File: src/rtl/epp_pkg.sv
// EPP receive decoder shared definitions: default geometry, drive codes, FSM states, err bits.
// Latency: n/a (declarations only).
// Backpressure: n/a.
package epp_pkg;

    localparam int LINE_BEATS_DEF  = 240;
    localparam int FRAME_LINES_DEF = 1080;

    // 2-bit source drive codes, eight per 16-bit data word
    localparam logic [1:0] CODE_VSS   = 2'b00;
    localparam logic [1:0] CODE_BLACK = 2'b01;
    localparam logic [1:0] CODE_WHITE = 2'b10;
    localparam logic [1:0] CODE_NONE  = 2'b11;

    typedef enum logic [1:0] {
        ST_IDLE   = 2'd0,
        ST_SYNC   = 2'd1,
        ST_ACTIVE = 2'd2
    } epp_state_e;

    // Bit positions inside err = {seq, xoe, frame, beat}
    localparam int ERR_BEAT  = 0;
    localparam int ERR_FRAME = 1;
    localparam int ERR_XOE   = 2;
    localparam int ERR_SEQ   = 3;

endpackage

File: src/rtl/epp_code_popcnt.sv
// Counts black (01) and white (10) drive codes among the eight 2-bit codes of one word.
// Latency: combinational.
// Backpressure: none.
// Ports: word_i (16b word in), n_black / n_white (0..8 counts out).
module epp_code_popcnt
    import epp_pkg::*;
(
    input  logic [15:0] word_i,
    output logic [3:0]  n_black,
    output logic [3:0]  n_white
);

    always_comb begin
        n_black = 4'd0;
        n_white = 4'd0;
        for (int i = 0; i < 8; i++) begin
            case (word_i[2*i +: 2])
                CODE_BLACK:          n_black = n_black + 4'd1;
                CODE_WHITE:          n_white = n_white + 4'd1;
                CODE_VSS, CODE_NONE: begin end
            endcase
        end
    end

endmodule

File: src/rtl/epp_rx_decoder.sv
// EPP panel-bus receive decoder: recovers frame/line/beat timing and emits source words as pixels.
// Latency: epp_data word to pix_valid/pix_data is 2 cycles; line/frame pulses 2 cycles after the pin edge.
// Backpressure: none; the stream is emitted as received and the sink must always accept it.
// Ports: glb_clk/glb_rst, epp_* panel inputs, pix_* stream, line_done/frame_done pulses,
//        frame_lines/cnt_black/cnt_white per-frame results, err sticky {seq, xoe, frame, beat}.
module epp_rx_decoder
    import epp_pkg::*;
#(
    parameter int LINE_BEATS  = LINE_BEATS_DEF,
    parameter int FRAME_LINES = FRAME_LINES_DEF,
    parameter int BEAT_W      = 9,
    parameter int ROW_W       = 11,
    parameter int CNT_W       = 24
) (
    input  logic              glb_clk,
    input  logic              glb_rst,
    input  logic              epp_ckv,
    input  logic              epp_stv,
    input  logic              epp_xoe,
    input  logic              epp_xstl,
    input  logic              epp_xle,
    input  logic              epp_mode,
    input  logic [15:0]       epp_data,
    output logic              pix_valid,
    output logic [15:0]       pix_data,
    output logic [BEAT_W-1:0] pix_beat,
    output logic [ROW_W-1:0]  pix_row,
    output logic              line_done,
    output logic              frame_done,
    output logic [ROW_W-1:0]  frame_lines,
    output logic [CNT_W-1:0]  cnt_black,
    output logic [CNT_W-1:0]  cnt_white,
    output logic [3:0]        err
);

    // Input stage (s_*) and the delayed copy used for edge detection (d_*)
    logic        s_ckv_q, s_stv_q, s_xoe_q, s_xstl_q, s_xle_q, s_mode_q;
    logic [15:0] s_data_q;
    logic        d_ckv_q, d_stv_q, d_xstl_q, d_xle_q;

    epp_state_e        state_q, state_d;
    logic              pix_valid_q, pix_valid_d;
    logic [15:0]       pix_data_q, pix_data_d;
    logic [BEAT_W-1:0] pix_beat_q, pix_beat_d;
    logic [BEAT_W-1:0] beat_q, beat_d;
    logic [ROW_W-1:0]  row_q, row_d;
    logic [ROW_W-1:0]  lines_q, lines_d;
    logic              line_done_q, line_done_d;
    logic              frame_done_q, frame_done_d;
    logic [ROW_W-1:0]  frame_lines_q, frame_lines_d;
    logic [CNT_W-1:0]  acc_b_q, acc_b_d, acc_w_q, acc_w_d;
    logic [CNT_W-1:0]  cnt_black_q, cnt_black_d, cnt_white_q, cnt_white_d;
    logic [3:0]        err_q, err_d;

    logic              stv_fall, stv_rise, xstl_fall, xle_rise, ckv_rise;
    logic [3:0]        nb, nw;
    logic [CNT_W:0]    sum_b, sum_w;
    logic [BEAT_W-1:0] beat_idx;

    assign stv_fall  =  d_stv_q  & ~s_stv_q;
    assign stv_rise  = ~d_stv_q  &  s_stv_q;
    assign xstl_fall =  d_xstl_q & ~s_xstl_q;
    assign xle_rise  = ~d_xle_q  &  s_xle_q;
    assign ckv_rise  = ~d_ckv_q  &  s_ckv_q;

    epp_code_popcnt u_popcnt (
        .word_i  (s_data_q),
        .n_black (nb),
        .n_white (nw)
    );

    // One extra bit catches the carry so the accumulators clamp instead of wrapping
    assign sum_b = {1'b0, acc_b_q} + {{(CNT_W-3){1'b0}}, nb};
    assign sum_w = {1'b0, acc_w_q} + {{(CNT_W-3){1'b0}}, nw};

    // First beat of a window restarts at 0 regardless of what the previous line left behind
    assign beat_idx = xstl_fall ? '0 : beat_q;

    always_comb begin
        state_d       = state_q;
        pix_valid_d   = 1'b0;
        pix_data_d    = pix_data_q;
        pix_beat_d    = pix_beat_q;
        beat_d        = beat_q;
        row_d         = row_q;
        lines_d       = lines_q;
        line_done_d   = 1'b0;
        frame_done_d  = 1'b0;
        frame_lines_d = frame_lines_q;
        acc_b_d       = acc_b_q;
        acc_w_d       = acc_w_q;
        cnt_black_d   = cnt_black_q;
        cnt_white_d   = cnt_white_q;
        err_d         = err_q;

        // Row advances one cycle after the line_done pulse
        if (line_done_q && row_q != '1) begin
            row_d = row_q + ROW_W'(1);
        end

        case (state_q)
            ST_IDLE: begin
                if (stv_fall) state_d = ST_SYNC;
            end
            ST_SYNC: begin
                if (stv_rise) begin
                    state_d = ST_ACTIVE;
                    row_d   = '0;
                    lines_d = '0;
                    beat_d  = '0;
                    acc_b_d = '0;
                    acc_w_d = '0;
                end
            end
            ST_ACTIVE: begin
                if (stv_fall) begin
                    // Frame end wins over any beat or latch seen in the same cycle
                    state_d       = ST_SYNC;
                    frame_done_d  = 1'b1;
                    frame_lines_d = lines_q;
                    cnt_black_d   = acc_b_q;
                    cnt_white_d   = acc_w_q;
                    if (32'(lines_q) != FRAME_LINES) err_d[ERR_FRAME] = 1'b1;
                    if (!s_xstl_q)                   err_d[ERR_SEQ]   = 1'b1;
                end else begin
                    if (!s_xstl_q) begin
                        pix_valid_d = 1'b1;
                        pix_data_d  = s_data_q;
                        pix_beat_d  = beat_idx;
                        beat_d      = (beat_idx == '1) ? beat_idx : beat_idx + BEAT_W'(1);
                        acc_b_d     = sum_b[CNT_W] ? '1 : sum_b[CNT_W-1:0];
                        acc_w_d     = sum_w[CNT_W] ? '1 : sum_w[CNT_W-1:0];
                        if (!s_xoe_q) err_d[ERR_XOE] = 1'b1;
                    end
                    if (xle_rise) begin
                        if (s_xstl_q) begin
                            line_done_d = 1'b1;
                            beat_d      = '0;
                            lines_d     = (lines_q == '1) ? lines_q : lines_q + ROW_W'(1);
                            if (32'(beat_q) != LINE_BEATS) err_d[ERR_BEAT] = 1'b1;
                        end else begin
                            err_d[ERR_SEQ] = 1'b1;
                        end
                    end
                end
                if (ckv_rise && !s_mode_q) err_d[ERR_SEQ] = 1'b1;
            end
            default: state_d = ST_IDLE;
        endcase
    end

    always_ff @(posedge glb_clk) begin
        if (glb_rst) begin
            // Input copies reset to the idle levels so reset release never fakes an edge
            s_ckv_q       <= 1'b0;
            s_stv_q       <= 1'b1;
            s_xoe_q       <= 1'b1;
            s_xstl_q      <= 1'b1;
            s_xle_q       <= 1'b0;
            s_mode_q      <= 1'b1;
            s_data_q      <= '0;
            d_ckv_q       <= 1'b0;
            d_stv_q       <= 1'b1;
            d_xstl_q      <= 1'b1;
            d_xle_q       <= 1'b0;
            state_q       <= ST_IDLE;
            pix_valid_q   <= 1'b0;
            pix_data_q    <= '0;
            pix_beat_q    <= '0;
            beat_q        <= '0;
            row_q         <= '0;
            lines_q       <= '0;
            line_done_q   <= 1'b0;
            frame_done_q  <= 1'b0;
            frame_lines_q <= '0;
            acc_b_q       <= '0;
            acc_w_q       <= '0;
            cnt_black_q   <= '0;
            cnt_white_q   <= '0;
            err_q         <= '0;
        end else begin
            s_ckv_q       <= epp_ckv;
            s_stv_q       <= epp_stv;
            s_xoe_q       <= epp_xoe;
            s_xstl_q      <= epp_xstl;
            s_xle_q       <= epp_xle;
            s_mode_q      <= epp_mode;
            s_data_q      <= epp_data;
            d_ckv_q       <= s_ckv_q;
            d_stv_q       <= s_stv_q;
            d_xstl_q      <= s_xstl_q;
            d_xle_q       <= s_xle_q;
            state_q       <= state_d;
            pix_valid_q   <= pix_valid_d;
            pix_data_q    <= pix_data_d;
            pix_beat_q    <= pix_beat_d;
            beat_q        <= beat_d;
            row_q         <= row_d;
            lines_q       <= lines_d;
            line_done_q   <= line_done_d;
            frame_done_q  <= frame_done_d;
            frame_lines_q <= frame_lines_d;
            acc_b_q       <= acc_b_d;
            acc_w_q       <= acc_w_d;
            cnt_black_q   <= cnt_black_d;
            cnt_white_q   <= cnt_white_d;
            err_q         <= err_d;
        end
    end

    assign pix_valid   = pix_valid_q;
    assign pix_data    = pix_data_q;
    assign pix_beat    = pix_beat_q;
    assign pix_row     = row_q;
    assign line_done   = line_done_q;
    assign frame_done  = frame_done_q;
    assign frame_lines = frame_lines_q;
    assign cnt_black   = cnt_black_q;
    assign cnt_white   = cnt_white_q;
    assign err         = err_q;

endmodule
File: config.mk
export PLATFORM = sky130hd
export DESIGN_NAME = epp_rx_decoder
export DESIGN_NICKNAME = d
export VERILOG_FILES = /design/src/rtl/epp_pkg.sv /design/src/rtl/epp_code_popcnt.sv /design/src/rtl/epp_rx_decoder.sv
export SDC_FILE = /design/constraint.sdc
export NUM_CORES = 1
export LEC_CHECK = 0
export ABC_CLOCK_PERIOD_IN_PS = 6770
export CAP_MARGIN = 0
export CORE_ASPECT_RATIO = 0.6
export CORE_MARGIN = 8
export CORE_UTILIZATION = 57
export CTS_BUF_LIST = sky130_fd_sc_hd__clkbuf_2 sky130_fd_sc_hd__clkbuf_4 sky130_fd_sc_hd__clkbuf_8
export DETAILED_ROUTE_END_ITERATION = 6
export PLACE_DENSITY = 0.88
export SLEW_MARGIN = 10
export SYNTH_ARGS = -nofsm -noshare
export SYNTH_HDL_FRONTEND = slang
export SYNTH_SLANG_ARGS = --single-unit
export TNS_END_PERCENT = 10
File: constraint.sdc
create_clock -name glb_clk -period 6.77 [get_ports glb_clk]
set_input_delay 1.0155 -clock glb_clk [delete_from_list [all_inputs] [get_ports glb_clk]]
set_output_delay 1.0155 -clock glb_clk [all_outputs]
set_load 0.02 [all_outputs]
**Yosys cells after proc, flatten, opt, wreduce, memory -nomap -nowiden**

Index checks and enable logic that the tools add are counted.

- Register bits: 198
- Input port bits: 24
- Output and inout bits: 102
- Word-level logic and storage cells: 164

- $add $sub $neg: 19
- Eq/ne operators: 30
- Mux-type cells: 52
- Bitwise logic cells: 14
- Reduce and logical (&&, ||, !) cells: 20

Operators with widths:

| cell | number |
|---|---|
| $mux W24 | 7 |
| $pmux W24 S2 | 2 |
| $mux W11 | 8 |
| $mux W9 | 7 |
| $mux W4 | 14 |
| $add A24 B4 Y25 | 2 |
| $add A4 B1 Y4 const B | 12 |
| $add A11 B1 Y11 const B | 2 |
| $ne A11 B11 Y1 const B | 2 |
| $pmux W11 S2 | 1 |
| $eq A2 B1 Y1 const B | 9 |
| $eq A2 B2 Y1 const B | 9 |
| $pmux W9 S2 | 1 |
| $ne A2 B2 Y1 const B | 6 |
| $eq A11 B11 Y1 const B | 1 |
| $add A9 B1 Y9 const B | 1 |
| $eq A9 B9 Y1 const B | 1 |
| $mux W1 | 9 |
| $ne A9 B8 Y1 const B | 1 |
| $not A1 Y1 | 9 |
| $reduce_and A3 Y1 | 3 |
| $reduce_and A4 Y1 | 2 |
| $reduce_and A2 Y1 | 3 |
| $reduce_and A6 Y1 | 1 |
| 14 further kinds | 22 |

**Logic depth before layout (Yosys ltp)**

- Word-level depth: 21
- Mapped depth: 28
- Mapped depth without buffers: 27

**By module**

From an unflattened synthesis, not the netlist that was laid out.

- Cell total of the unflattened synthesis: 1203
- Area, all modules: 9615.5 um2

Modules (own cells, without submodules):

| module | times used | cells each | area an instance (um2) | sequential area each (um2) |
|---|---|---|---|---|
| epp_rx_decoder | 1 | 1051 | 8484.4 | 3963.8 |
| epp_code_popcnt | 1 | 152 | 1131.1 | 0.0 |

**Worst setup path before layout**

Ideal clock, no wire load.

- Path type: reg2reg
- From: register s_data_q[1]
- To: register acc_b_q[11]
- Setup time: 117 ps
- Arrival time: 5088 ps
- Data required time: 6653 ps
- Slack: 1565 ps
- Cell stages (with the launch flop): 24
- Buffers on the path: 2
- Clock period less this slack: 5205 ps
- Cells stage by stage: dfxtp_1 nand2b_1 ha_1 clkbuf_1 xnor2_2 inv_1 ha_1 a21oi_1 xnor2_1 a211oi_1 nor2_1 ha_1 o22ai_1 a21oi_1 ha_1 mux2_2 ha_1 a21o_1 a21oi_1 o21bai_1 nand3_1 clkbuf_1 o31ai_1 a22o_1

- Cells in the longest elaborated chain, start to end: 21

RTL lines:

| item | RTL line | source |
|---|---|---|
| start: declaration | epp_rx_decoder.sv:38 | `logic [15:0] s_data_q;` |
| start signal: assignment | epp_rx_decoder.sv:188 | `s_data_q <= epp_data;` |
| $eq A2 B1 Y1 * | epp_code_popcnt.sv:17 | `case (word_i[2*i +: 2])` |
| $mux W1 * | epp_code_popcnt.sv:17 |  |
| $add A1 B1 Y2 | epp_code_popcnt.sv:18 | `CODE_BLACK: n_black = n_black + 4'd1;` |
| $mux W4 * | epp_code_popcnt.sv:17 |  |
| $add A4 B1 Y4 | epp_code_popcnt.sv:18 |  |
| $mux W4 * | epp_code_popcnt.sv:17 |  |
| $add A4 B1 Y4 | epp_code_popcnt.sv:18 |  |
| $mux W4 * | epp_code_popcnt.sv:17 |  |
| [... 5 more ...] | - |  |
| $mux W4 * | epp_code_popcnt.sv:17 |  |
| $add A4 B1 Y4 | epp_code_popcnt.sv:18 |  |
| $mux W4 * | epp_code_popcnt.sv:17 |  |
| $add A24 B4 Y25 * | epp_rx_decoder.sv:73 | `assign sum_b = {1'b0, acc_b_q} + {{(CNT_W-3){1'b0}}, nb};` |
| $mux W24 * | epp_rx_decoder.sv:131 | `acc_b_d = sum_b[CNT_W] ? '1 : sum_b[CNT_W-1:0];` |
| $mux W24 * | epp_rx_decoder.sv:126 | `if (!s_xstl_q) begin` |
| $mux W24 * | epp_rx_decoder.sv:116 | `if (stv_fall) begin` |
| $pmux W24 S2 * | epp_rx_decoder.sv:101 | `case (state_q)` |
| end signal: assignment | epp_rx_decoder.sv:176 | `acc_b_q <= '0;` |
| end signal: assignment | epp_rx_decoder.sv:203 | `acc_b_q <= acc_b_d;` |
| end: declaration | epp_rx_decoder.sv:51 | `logic [CNT_W-1:0] acc_b_q, acc_b_d, acc_w_q, acc_w_d;` |

Every way passes the cells marked *; elsewhere a longest branch is shown, timed or not. The select of a mux whose other input is x is not followed.
A chain may end at the register's enable or synchronous reset.

**Worst setup path in the final report**

- From: register s_data_q[0]
- To: register acc_b_q[23]

The elaborated chain is that of the path after synthesis.

==> summary.txt <==
Layout cells sized above 1 -> 0.0579
Multi-input combinational cell area -> 0.00519 mm^2
Status -> completed
Max Slew Vio Count -> 0
Worst Setup SP -> s_data_q[0]$_SDFF_PP0_
Floorplan core area -> 0.0163 mm^2
Overall routing resource usage -> 0.238
Cell variety after synth -> 85
FF-to-FF Start -> s_data_q[0]$_SDFF_PP0_
Starting Density -> 0.585
Post-CTS resize count -> 0
Int Pwr -> 1.55 mW
Initial antenna violation count -> 0
Register area share after synthesis -> 0.417
Asr flop ratio synth -> 0
Remaining antenna violation count -> 0
R2R Path End -> acc_b_q[23]$_SDFFE_PP0P_
CTS clk-pin slew, worst paths -> 0.11 ns
Max frequency -> 165 MHz
First-pass GRT wire length -> 41900 um
Slew @ Worst Pin -> 1.01 ns
Largest net degree at the start of global routing -> 79
Detailed-route wire length per cell -> 16.8 um
Final HPWL DP -> 17900 um
Cell taking the most area after synthesis -> dfxtp_1
Pwr dens -> 191 mW/mm^2
Worst R2R Setup Slack -> 0.70 ns
Switch share -> 0.281
Psw -> 0.606 mW
TritonCTS buffer count -> 17
Clock power share -> 0.361
Area contributors post-synth -> dfxtp_1 42%, nand2_1 9.4%, a21oi_1 8.2%
Hold Crit Class -> flip-flop to flip-flop
Crit-path max FO -> 17
TritonCTS Sinks -> 198
Setup bufs post-CTS -> 0
Maximum buffer depth of the clock tree -> 2
Number of synthesized register bits -> 198
CP Launch Type -> flip-flop
Die ar. -> 0.0212 mm^2
CTS Hold Bufs -> 0
Worst-Skew Late Latency -> 0.47 ns
Commonest cells post-synth -> 239 x nand2_1, 198 x dfxtp_1, 156 x a21oi_1
Ant. Diodes -> 0
Area delta synth->final -> 18.5%
Fin Clk Skew -> 0.0239 ns
Vias -> 9021
VDD IR max -> 0.125 mV
Ports -> 126
Tmin final -> 6.07 ns
Net count reported at finish -> 1330
Hold depth -> 1
Final Hold Fails -> 0
Number of fill cells -> 1287
Reg area -> 0.00396 mm^2
Root Buffer -> clkbuf_8
Max Cap Viol -> 0
Vias per cell -> 5.92
CP arrival -> 6.41 ns
Setup violations, final -> 0
H-tree depth -> 4
DRC -> 0
Flop pwr share -> 0.549
Combinational share of power -> 0.091
Synth Cell Area -> 0.00951 mm^2
Die Y -> 116 um
Core Rows -> 36
Fin crit share -> 0.896
Count leader, synth -> nand2_1
Total negative slack -> 0 ns
Post-synth EDFFs -> 0
Yosys top cell area share -> 0.417
Hold Startpoint -> s_xoe_q$_SDFF_PP1_
R2R depth -> 22
Slew Limit Headroom -> 0.323
Vias in the first global route -> 8402
CTS tree -> yes
Gpl congestion -> 0.903
Post-route cell area -> 0.0113 mm^2
CP endpoint kind -> flip-flop
Leakage Power -> 3.87 nW
Hold endpoint -> err[2]$_SDFFE_PP0P_
Initial DRC count -> 1123
Die W -> 183 um
Yosys warns -> 0
Crit Path Class -> flip-flop to flip-flop
Pre-antenna DRT Iters -> 6
RSZ-0062 raised after global routing -> false
Routed WL -> 25700 um
Syn nets -> 1245
Required @ worst endpoint -> 7.11 ns
PortBufs -> 125
Cells after synthesis -> 1197
Post-place instance area -> 0.0109 mm^2
Grt total ovfl -> 0
Synth Flop Type -> dfxtp_1
WHS -> 0.445 ns
Syn_area_per_cell -> 7.95 um^2
[sequential cells by signal, indices dropped and copies added, names as in the netlist, 2 cells and up]
name / flops
cnt_white: 24
acc_w_q: 24
state_q: 2
acc_b_q: 24
pix_data: 16
pix_row: 11
lines_q: 11
pix_beat: 9
frame_lines: 11
cnt_black: 24
beat_q: 9
err: 4
s_data_q: 16
[final cells by class]
class	count	area share
well taps	228	0.0253
clock inverters	14	0.0154
multi-input cells	903	0.460
clock buffers	18	0.0220
repair buffers	132	0.115
flip-flops and latches	198	0.352
inverters	30	0.00999
[layout by cell type, fill, tap and decap left out, drive strengths merged, types with 9 or more instances in the layout]
cell	n
ha	22
o21ai	64
a21oi	156
nand2b	19
nor2	70
o31ai	12
nand4	10
a22o	13
nand2	240
clkdlybuf4s50	124
nand3	43
nor3	30
and3	9
xnor2	34
nor2b	39
dfxtp	198
a31oi	11
inv	37
clkbuf	18
[through the flow]
step                instances  setup WS [ns]  power, mW   util
floorplan                1197           1.57       1.36      -
global placement         1491           1.19       1.40  0.668
detailed placement       1491          0.901       1.40  0.668
CTS                      1523          0.797       2.17  0.693
global route             1523          0.184       2.25  0.693
finish                   1523          0.704       2.16  0.693
[critical path, stage by stage, from the launching register on]
cell and delay [ns]:
dfxtp_1 0.44, nand2b_1 0.14, ha_1 0.44, xnor2_2 0.33, inv_1 0.14, ha_1 0.36
a21oi_1 0.18, xnor2_1 0.10, a211oi_1 0.47, nor2_1 0.11, ha_1 0.30, o22ai_1 0.24
a21oi_1 0.13, ha_1 0.35, mux2_2 0.27, ha_1 0.28, a21o_1 0.13, a21oi_1 0.10
o21bai_1 0.20, nand3_1 0.49, nor4_1 0.42, o21ai_0 0.16, o2bb2ai_1 0.17
[per-layer routing]
metal	part of all wire	GRT usage	vias up
li1	-	-	4331
met1	0.47	0.339	4267
met2	0.42	0.352	387
met3	0.089	0.0639	36
met4	0.014	0.0609	0
met5	0	0	-
[power by group through the flow]
stage               Clock (mW)  Sequential, mW  Combinational (mW)
floorplan                    0            1.21               0.150
detailed placement           0            1.21               0.192
global placement             0            1.21               0.188
finish                   0.778            1.18               0.196
global route             0.844            1.19               0.217
CTS                      0.788            1.18               0.194
[cell families (layout without fill, tap and decap cells)]
group	Yosys count	after routing	share of synthesized area
DFF	198	198	0.417
muxes	5	5	0.00592
xor gates and xnor gates	45	45	0.0492
buffers and inverters	96	194	0.0396
and+or+nand+nor	512	512	0.254
AOI/OAI and AO/OA	316	316	0.201
adders and majority gates	25	25	0.0342
[worst max path at each step]
stage / end
global placement: acc_b_q[19]$_SDFFE_PP0P_
finish: acc_b_q[23]$_SDFFE_PP0P_
CTS: acc_b_q[23]$_SDFFE_PP0P_
floorplan: acc_b_q[11]$_SDFFE_PP0P_
detailed placement: acc_b_q[19]$_SDFFE_PP0P_
global route: acc_b_q[23]$_SDFFE_PP0P_
(Power assumes the default switching activity.)
